`src/rtl/line_fill_unit.sv`:
```
// Line fill / writeback engine: moves one cache line between memory and the
// data array as a burst of s_line/s_burst beats.
module line_fill_unit #(
    parameter int unsigned s_offset = 5,
    parameter int unsigned s_index  = 3,
    parameter int unsigned s_mask   = 2**s_offset,
    parameter int unsigned s_line   = 8*s_mask,
    parameter int unsigned s_burst  = 64
) (
    input  logic                clk,
    input  logic                rst,
    input  logic                read_req,
    input  logic                write_req,
    input  logic [31:0]         req_addr,
    input  logic [s_index-1:0]  req_index,
    input  logic [s_line-1:0]   evict_line,
    output logic                busy,
    output logic                done,
    output logic [s_mask-1:0]   da_write_en,
    output logic [s_index-1:0]  da_index,
    output logic [s_line-1:0]   da_datain,
    output logic                mem_read,
    output logic                mem_write,
    output logic [31:0]         mem_address,
    input  logic [s_burst-1:0]  mem_rdata,
    output logic [s_burst-1:0]  mem_wdata,
    input  logic                mem_resp
);

    localparam int unsigned Beats     = s_line / s_burst;
    localparam int unsigned BeatBytes = s_burst / 8;
    localparam int unsigned BeatW     = (Beats > 1) ? $clog2(Beats) : 1;
    localparam logic [BeatW-1:0] LastBeat  = BeatW'(Beats - 1);
    localparam logic [31:0]      AlignMask = ~((32'd1 << s_offset) - 32'd1);

    typedef enum logic [1:0] {StIdle, StFill, StWb, StDone} state_e;

    state_e              state_q, state_d;
    logic [BeatW-1:0]    beat_q, beat_d;
    logic [31:0]         addr_q, addr_d;
    logic [s_index-1:0]  index_q, index_d;
    logic [s_line-1:0]   evict_q, evict_d;
    logic                mem_read_q, mem_read_d;
    logic                mem_write_q, mem_write_d;

    // State and request-context registers; reset wins over any pending request.
    always_ff @(posedge clk) begin
        if (rst) begin
            state_q     <= StIdle;
            beat_q      <= '0;
            addr_q      <= '0;
            index_q     <= '0;
            evict_q     <= '0;
            mem_read_q  <= 1'b0;
            mem_write_q <= 1'b0;
        end else begin
            state_q     <= state_d;
            beat_q      <= beat_d;
            addr_q      <= addr_d;
            index_q     <= index_d;
            evict_q     <= evict_d;
            mem_read_q  <= mem_read_d;
            mem_write_q <= mem_write_d;
        end
    end

    // Next-state: accept in idle (writeback first), count beats, one-cycle done.
    always_comb begin
        state_d = state_q;
        beat_d  = beat_q;
        addr_d  = addr_q;
        index_d = index_q;
        evict_d = evict_q;
        unique case (state_q)
            StIdle: begin
                if (write_req || read_req) begin
                    state_d = write_req ? StWb : StFill;
                    beat_d  = '0;
                    addr_d  = req_addr & AlignMask;
                    index_d = req_index;
                    evict_d = evict_line;
                end
            end
            StFill, StWb: begin
                if (mem_resp) begin
                    if (beat_q == LastBeat) begin
                        state_d = StDone;
                        beat_d  = '0;
                    end else begin
                        beat_d = beat_q + BeatW'(1);
                    end
                end
            end
            StDone:  state_d = StIdle;
            default: state_d = StIdle;
        endcase
        // Memory strobes are registered copies of the next state.
        mem_read_d  = (state_d == StFill);
        mem_write_d = (state_d == StWb);
    end

    // Outputs: byte enables follow mem_resp combinationally; writes are
    // suppressed while reset is asserted so an aborted fill stops at once.
    always_comb begin
        da_write_en = '0;
        mem_wdata   = '0;
        for (int i = 0; i < int'(Beats); i++) begin
            if (beat_q == BeatW'(i)) begin
                if (state_q == StFill && mem_resp && !rst) begin
                    da_write_en[i*BeatBytes +: BeatBytes] = '1;
                end
                mem_wdata = evict_q[i*s_burst +: s_burst];
            end
        end
    end

    assign da_datain   = {Beats{mem_rdata}};
    assign busy        = (state_q != StIdle);
    assign done        = (state_q == StDone);
    assign mem_read    = mem_read_q;
    assign mem_write   = mem_write_q;
    assign mem_address = addr_q;
    assign da_index    = index_q;

endmodule

```
`config.mk`:
```
export PLATFORM = sky130hd
export DESIGN_NAME = line_fill_unit
export DESIGN_NICKNAME = d
export VERILOG_FILES = /design/src/rtl/line_fill_unit.sv
export SDC_FILE = /design/constraint.sdc
export NUM_CORES = 1
export LEC_CHECK = 0
export ABC_AREA = 1
export CAP_MARGIN = 0
export CELL_PAD_IN_SITES_DETAIL_PLACEMENT = 2
export CELL_PAD_IN_SITES_GLOBAL_PLACEMENT = 2
export CORE_AREA = 2 2 296 298
export CTS_CLUSTER_DIAMETER = 120
export DETAILED_ROUTE_END_ITERATION = 8
export DIE_AREA = 0 0 298 300
export PLACE_DENSITY_LB_ADDON = 0.1
export SYNTH_ARGS = -nofsm -noshare
export SYNTH_HDL_FRONTEND = slang
export SYNTH_SLANG_ARGS = --single-unit
```
`constraint.sdc`:
```
create_clock -name clk -period 2.45 [get_ports clk]
set_clock_uncertainty 0.05 [all_clocks]
set_input_delay 0.245 -clock clk [delete_from_list [all_inputs] [get_ports clk]]
set_output_delay 0.245 -clock clk [all_outputs]
set_load 0.02 [all_outputs]
```
==> run metrics <==
cell taking the most area after synthesis=dfxtp_1; TritonCTS clock tree=built; P_leak=8.608 nW; H-Tree Depth=2; crit path time final=2494 ps; CP required=2150 ps; 1st-pass router iterations=4; Routed Antenna Nets=0; DRT Wirelength=69.39 mm; nets=2530; Chip Width=298 um; GRT overflow=0; first-pass GRT wire length=100.4 mm; Finished Core Util=23.77%; cell count after synthesis=2026; Starting Density=16.66%; Core ar.=0.08621 mm^2; DRC viols=0; Via-to-Cell Ratio=4.107; most frequent cell after synthesis=nor2_1; Final setup violation count=5; total CTS buffers=42; CP max FO=7; Synth top area share=40.70%; violated checks=setup timing; Worst IR Drop VDD=350.9 uV; setup slack after layout=-44.34 ps; Die H=300 um; Synth top cells by count=nor2_1, dfxtp_1, buf_4, o21ai_0, nand2_1; unrepaired setup endpoints after global routing=yes; sequential element share of the synthesized area=40.70%; CP Cell Sequence=inv_4 -> ha_4 -> clkinv_8 -> buf_16 -> buf_12 -> nand3_1 -> nand3_1 -> o211ai_1 -> nand2_1 -> buf_6; largest net degree at the start of global routing=59; Clk Latency, worst-skew pair=560 ps; final hold violations=0; Ys Warns=0; f_max=400.9 MHz; post-synthesis register bit count=292; critical path arrival=2200 ps; EDFF count, synth=0; power per cell area=831.2 mW/mm^2; Synth cell types=17; port bufs=420; layout cell share with drive strength beyond 1=14.55%; Hold Crit Class=in -> reg; Root Driver=clkbuf_16; Worst path most repeated cell=nand3_1; async set or reset register ratio after synthesis=0%; post-place instance area=0.01814 mm^2; Worst Setup End Kind=primary output; Mapped Area=0.01436 mm^2; Synth-to-Final Area Change=42.70%; GP Congestion=0.7134; Hold WS=258.0 ps; initial antenna violation count=26; Via Count=13760; CP peak stage delay=350 ps; # Max-Cap Violations=0; syn avg cell area=7.088 um^2; mean routed wirelength per cell=20.71 um; number of global-route vias before repair=15020; slowest cell on the critical path=dfxtp_4; die outline area=0.08940 mm^2; # IOs=751; clock sink count=292; Tcrit/Tclk final=101.8%; Row Count=108; Final Instance Area=0.02049 mm^2; CP Launch Type=flip-flop; DPL Wire Length=45.47 mm; CTS max path bufs=3; Most used DFF post-synth=dfxtp_1; GRT Total Usage=14.85%; top cells by area, synth=dfxtp_1, nor2_1, buf_4; initial DRC count=358; Clock transition at path regs=60 ps; kind of critical path=reg -> out; outcome=finished, violations left; max-slew violation count=0
## final cells by class
| type | count | area, um^2 |
|---|---|---|
| diodes | 3 | 7.507 |
| multi-input cells | 1290 | 6065 |
| well taps | 1155 | 1445 |
| clock buffers | 69 | 1274 |
| clock inverters | 5 | 56.30 |
| repair buffers | 520 | 5667 |
| fillers | 10020 | 65720 |
| flip-flops and latches | 292 | 5851 |
| repair inverters | 1 | 11.26 |
| inverters | 16 | 117.6 |
## cells in the final DEF (no fill, tap or decap), types with 2 or more instances in the layout
cell type / netlist / routed
a21oi_1: 2 / 2
buf_12: 0 / 36
buf_16: 0 / 12
buf_2: 62 / 37
buf_4: 289 / 45
buf_6: 0 / 47
buf_8: 0 / 2
clkbuf_1: 65 / 16
clkbuf_16: 0 / 50
clkbuf_2: 0 / 2
clkbuf_8: 0 / 10
clkdlybuf4s15_2: 0 / 5
clkdlybuf4s50_1: 0 / 323
clkinv_2: 0 / 2
clkinv_8: 0 / 2
conb_1: 1 / 5
dfxtp_1: 292 / 290
diode_2: 0 / 3
ha_1: 7 / 3
ha_4: 0 / 4
inv_1: 15 / 9
inv_4: 0 / 2
inv_8: 0 / 3
nand2_1: 206 / 206
nand3_1: 133 / 83
nand3_2: 0 / 40
nand3_4: 0 / 10
nor2_1: 583 / 582
o211ai_1: 64 / 64
o21ai_0: 284 / 284
o21ai_1: 5 / 5
## final timing paths
kind                    from  slack (ps)  depth (start not counted)             to
max                beat_q[1]         -40                         10  mem_wdata[14]
min          evict_line[214]         260                          3   evict_q[214]
max reg2reg       state_q[1]         470                          8    evict_q[26]
min reg2reg     evict_q[237]         430                          2   evict_q[237]
## sequential cells by signal, summed over array words and instances, names as in the netlist
name / count
mem_read: 1
state_q: 2
mem_write: 1
mem_address: 27
evict_q: 256
da_index: 3
beat_q: 2
## worst max-delay path: cells and delay by family, from the launching register on
family | cells | cell delay (ps)
AND/OR/NAND/NOR | 3 | 240
flip-flops | 1 | 350
adder cells (fa/ha/maj) | 1 | 210
AO/OA/AOI/OAI | 1 | 130
buffers and inverters | 5 | 690
## per-stage QoR
stage | total power, W | setup WS [ps] | TNS [ps] | cells
6_report | 0.01703 | -44.34 | -87.07 | 3351
5_1_grt | 0.01814 | -161.9 | -5893 | 3349
4_1_cts | 0.01700 | -126.5 | -2093 | 3331
3_5_place_dp | 0.01052 | 1.545 | 0 | 3233
3_3_place_gp | 0.01045 | 16.31 | 0 | 3233
2_1_floorplan | 0.008510 | 308.6 | 0 | 2030
## cells by family (layout without fill, tap and decap cells)
group | Yosys count | after routing | synth area share [%]
AOI/OAI and AO/OA | 356 | 356 | 13.60
adders and majority gates | 7 | 7 | 0.6098
buffers and inverters | 448 | 611 | 19.80
DFF | 292 | 292 | 40.70
other | 1 | 8 | 0.02611
and+or+nand+nor | 922 | 922 | 25.26
## routing by layer
metal / track usage (%) / wire, um / vias to the layer above
met4: 3.506 / 1306 / 44
met5: 0 / 283 / -
met3: 5.008 / 4596 / 132
li1: - / - / 6557
met2: 25.60 / 33590 / 389
met1: 17.74 / 29610 / 6642
## power by group
part	switching, W	internal [W]
Clock	0.00241	0.00363
Combinational	0.00302	0.00239
Sequential	0.000296	0.00529
## repair_timing
action                     in CTS  in global routing
hold buffers                    0                  0
resized for setup             423                151
cloned                         11                  8
setup buffers                  13                 10
pin swaps                      22                 51
setup endpoints to repair      97                 95
Note: power is estimated with default switching activity, not from simulation.
==> RTL change 1: new RTL, config.mk and constraints unchanged <==
The parameter `s_index` goes from 3 to 6.
--- a/src/rtl/line_fill_unit.sv
+++ b/src/rtl/line_fill_unit.sv
@@ -2,7 +2,7 @@
 // data array as a burst of s_line/s_burst beats.
 module line_fill_unit #(
     parameter int unsigned s_offset = 5,
-    parameter int unsigned s_index  = 3,
+    parameter int unsigned s_index  = 6,
     parameter int unsigned s_mask   = 2**s_offset,
     parameter int unsigned s_line   = 8*s_mask,
     parameter int unsigned s_burst  = 64
Ports: changed (resized da_index and req_index); port bits go from 751 to 757. No check against the original RTL was run, so the function may have changed too.
==> RTL change 1 against the original RTL <==
  * The flow still finishes with violations (negative setup slack)
  * Power is 2.1% higher
  * Setup slack lost 0.016 ns
  * Wire length grew 9.1%
  * Combinational power increased by 4.1%
  * Via count grew 2.0%
  * Synthesized area grew 2.4%
  * Highest routed layer unchanged
  * Design area increased by 3.4%
  * Sequential cell count increased by 3
==> RTL change 1: results (changes against the original RTL) <==
IO Port Bufs=426 (+1.4%); P_seq=0.00565 W (+1%); Hold EP=evict_q[171]; count of different cell masters after synthesis=22 (+5); P_leak=8.66 nW (+0.55%); Max stage delay on crit path=0.35 ns (about the same); Fill cells=9953 (-0.65%); gr usage total=0.162 (+0.0138); drt pass-1 iters=4 (unchanged); Critical Path Start=beat_q[1]; Min Hold Slack=0.204 ns (-0.0540 ns); failing checks=negative setup slack; top_reg_cell synth=dfxtp_1; R2R cell count=7 (-1); Hold Crit Class=in -> reg; largest net degree at the start of global routing=213 (+260%); Final Worst Setup Slack=-0.0602 ns (-0.0158 ns); share of cells above drive strength 1=0.186 (+0.0403); via count=14000 (+2.0%); peak fanout along the critical path=8 (+1); Worst VDD drop=0.000392 V (+12%); r2r endpoint=mem_address[5]; Hold Crit Start=evict_line[171]; GPL Wtd Cong=0.737 (+3.4%); Post-DP HPWL=47100 um (+3.6%); post-synthesis sequential area ratio=0.402 (-0.00541); clock slew at reported path FFs=0.06 ns (about the same); switch share=0.340 (+0.00433); DRT iter0 DRCs=450 (+26%); clock share of power=0.351 (-0.003); Critical Path AT=2.22 ns (+0.02 ns); insertion delay to the later sink of the worst-skew pair=0.58 ns (+0.02 ns); initial antenna violation count=12 (-54%); CP max stage cell=dfxtp_2; TritonCTS Buffers=44 (+4.8%); vias in the first global route=15700 (+4.7%); global-route wire length before repair=108000 um (+8.0%); final setup vio count=31 (+26); main area contributors after synthesis=dfxtp_1 40%, nor2_1 17%, buf_4 15%; status=finished with violations; worst reg2reg setup slack=0.24 ns (-0.23 ns); CP Capture Point=mem_wdata[42]; synth cell count leaders=655 x nor2_1, 295 x dfxtp_1, 290 x buf_4; routed wire length=75700 um (+9.1%); Nets=2607 (+3.0%)
==> RTL change 1: cell types whose count changed in the layout (fill, tap and decap cells not counted), moves of 52 or more <==
| cell | unedited run | this run |
|---|---|---|
| nand3_1 | 83 | 26 |
| nand2_2 | 0 | 52 |
| o211ai_1 | 64 | 0 |
| a21oi_2 | 0 | 56 |
| nor2_1 | 582 | 652 |
| a21oi_1 | 2 | 67 |
==> RTL change 1: critical path: cells and delay by family (launching register included) <==
kind | cells | cell delay [ns]
AND/OR/NAND/NOR | 3 | 0.22
flip-flops | 1 | 0.35
buffers and inverters | 6 | 0.71
AO/OA/AOI/OAI | 1 | 0.15
adder cells (fa/ha/maj) | 1 | 0.17
==> RTL change 1: final cells by class <==
| class | count | share of cell area |
|---|---|---|
| Timing Repair Buffer | 516 | 0.272 |
| Clock inverter | 8 | 0.00331 |
| Clock buffer | 67 | 0.0608 |
| Antenna cell | 7 | 0.000827 |
| Multi-Input combinational cell | 1364 | 0.310 |
| Inverter | 16 | 0.00573 |
| Tap cell | 1155 | 0.0682 |
| Sequential cell | 295 | 0.279 |
==> RTL change 1: routing by layer <==
metal | vias to the layer above | wire length (um) | share of wire | GRT usage
met3 | 171 | 4190 | 0.055 | 0.0412
met4 | 12 | 2790 | 0.037 | 0.0637
li1 | 6699 | - | - | -
met2 | 370 | 36300 | 0.48 | 0.279
met5 | - | 78 | 0.0010 | 0
met1 | 6791 | 32300 | 0.43 | 0.193
==> RTL change 1: cells by family (layout without fill, tap and decap cells) <==
family / after synthesis / in the layout / share of synthesized area
other: 1 / 12 / 0.000255
AND/OR/NAND/NOR: 933 / 933 / 0.244
buffers and inverters: 449 / 607 / 0.205
adder cells (fa/ha/maj): 7 / 7 / 0.00596
flip-flops: 295 / 295 / 0.402
AO/OA/AOI/OAI: 419 / 419 / 0.143
==> RTL change 1: through the flow <==
| stage | area, sq um | std cells | worst slack, ns | power [W] | TNS (ns) |
|---|---|---|---|---|---|
| 3_3_place_gp | 18200 | 3297 | -0.154 | 0.0102 | -3.79 |
| 6_report | 21200 | 3428 | -0.0602 | 0.0174 | -0.906 |
| 2_1_floorplan | 14700 | 2108 | 0.315 | 0.00846 | 0 |
| 5_1_grt | 21200 | 3425 | -0.176 | 0.0185 | -8.14 |
| 3_5_place_dp | 18200 | 3297 | -0.169 | 0.0102 | -5.31 |
| 4_1_cts | 20500 | 3409 | -0.134 | 0.0175 | -3.57 |
==> RTL change 1: what timing repair did <==
| item | CTS | global route |
|---|---|---|
| setup endpoints to repair | 97 | 72 |
| pin swaps | 21 | 67 |
| gates resized for setup | 591 | 133 |
| buffers inserted | 24 | 12 |
| gates cloned | 13 | 5 |
| hold buffers | 0 | 0 |
==> RTL change 2: new RTL, same settings <==
Made on the original files. Encoding of `state_e`: now one-hot (4 bits for 4 states).
--- a/src/rtl/line_fill_unit.sv
+++ b/src/rtl/line_fill_unit.sv
@@ -33,7 +33,7 @@
     localparam logic [BeatW-1:0] LastBeat  = BeatW'(Beats - 1);
     localparam logic [31:0]      AlignMask = ~((32'd1 << s_offset) - 32'd1);
 
-    typedef enum logic [1:0] {StIdle, StFill, StWb, StDone} state_e;
+    typedef enum logic [3:0] {StIdle = 4'b0001, StFill = 4'b0010, StWb = 4'b0100, StDone = 4'b1000} state_e;
 
     state_e              state_q, state_d;
     logic [BeatW-1:0]    beat_q, beat_d;
Formal check against the unedited RTL: same outputs for any inputs over 4 cycles, from zero or initial values and one cycle with rst high; so few cycles prove little.
==> RTL change 2 against the original RTL <==
  * The flow still finishes with violations (negative setup slack)
  * Cell count fell by 3.8%
  * Die area did not move
  * Synthesized area rose by 0.91%
  * Wire length shrank 0.22%
  * Setup slack better by 0.037 ns
  * First-iteration DRC count increased by 18%
  * Via count decreased by 4.2%
  * Power fell by 2.0%
  * Design area fell by 0.83%
  * Global-route usage shrank 0.059 points
  * Sequential cell count increased by 2
  * Critical path type unchanged
  * Largest cell class is now registers
  * Highest routed layer unchanged
==> RTL change 2: results (changes against the original RTL) <==
status=finished with violations; failing checks=negative setup slack; non-clock inverter count=143 (+126); Mapped Cells=1902 (-6.1%); routed wire length=69200 um (-0.22%); Min Hold Slack=0.181 ns (-0.0774 ns); Final Worst Setup Slack=-0.00763 ns (+0.0367 ns); final setup vio count=1 (-4); Post-DP HPWL=42800 um (-6.0%); global-route wire length before repair=99500 um (-0.92%); gr usage total=0.148 (-0.000587); Reg area=5890 sq um (+0.68%); TritonCTS Buffers=43 (+2.4%); Layout area overhead=40.2%; worst reg2reg setup slack=0.54 ns (+0.07 ns); share of cells above drive strength 1=0.162 (+0.0164); Area after DPL=18000 sq um (-0.99%); clk sinks=294 (+0.68%); non-clk buf share=0.276 (-0.000947); sequential fraction of design power=0.337 (+0.009); Layout clock area frac=0.0670 (+0.00214); Mapped Area=14500 sq um (+0.91%); vias in the first global route=14300 (-4.9%); largest net degree at the start of global routing=165 (+180%); P_leak=7.80 nW (-9.4%); Met3 Wirelength=4340 um (-5.6%); r2r endpoint=evict_q[233]; Post-Layout Cell Count=3222 (-3.8%)
## RTL change 2: cell types whose count changed in the layout (fill, tap and decap cells not counted), moves of 35 or more
cell     delta
nand3_2    -38
buf_4      +35
a21oi_1   +343
inv_1     +125
nand2_1   +122
nand3_1    -79
o21ai_0   -212
a22oi_1    +53
o21ai_1    +83
nor2_1    -574
## RTL change 2: worst min-delay path by stage
stage | startpoint | end | cells past startpoint
finish | evict_line[129] | evict_q[129] | 3
global route | evict_line[88] | evict_q[88] | 3
CTS | evict_line[91] | evict_q[91] | 3
detailed placement | evict_q[10] | evict_q[10] | 2
global placement | evict_q[44] | evict_q[44] | 2
floorplan | req_index[0] | da_index[0] | 2
## RTL change 2: kinds of logic after synthesis
kind of cell / synth area share
flops: 0.406
buf+inv: 0.241
compound gates: 0.257
fa+ha+maj: 0.00345
simple gates: 0.0921
other cells: 0.000259
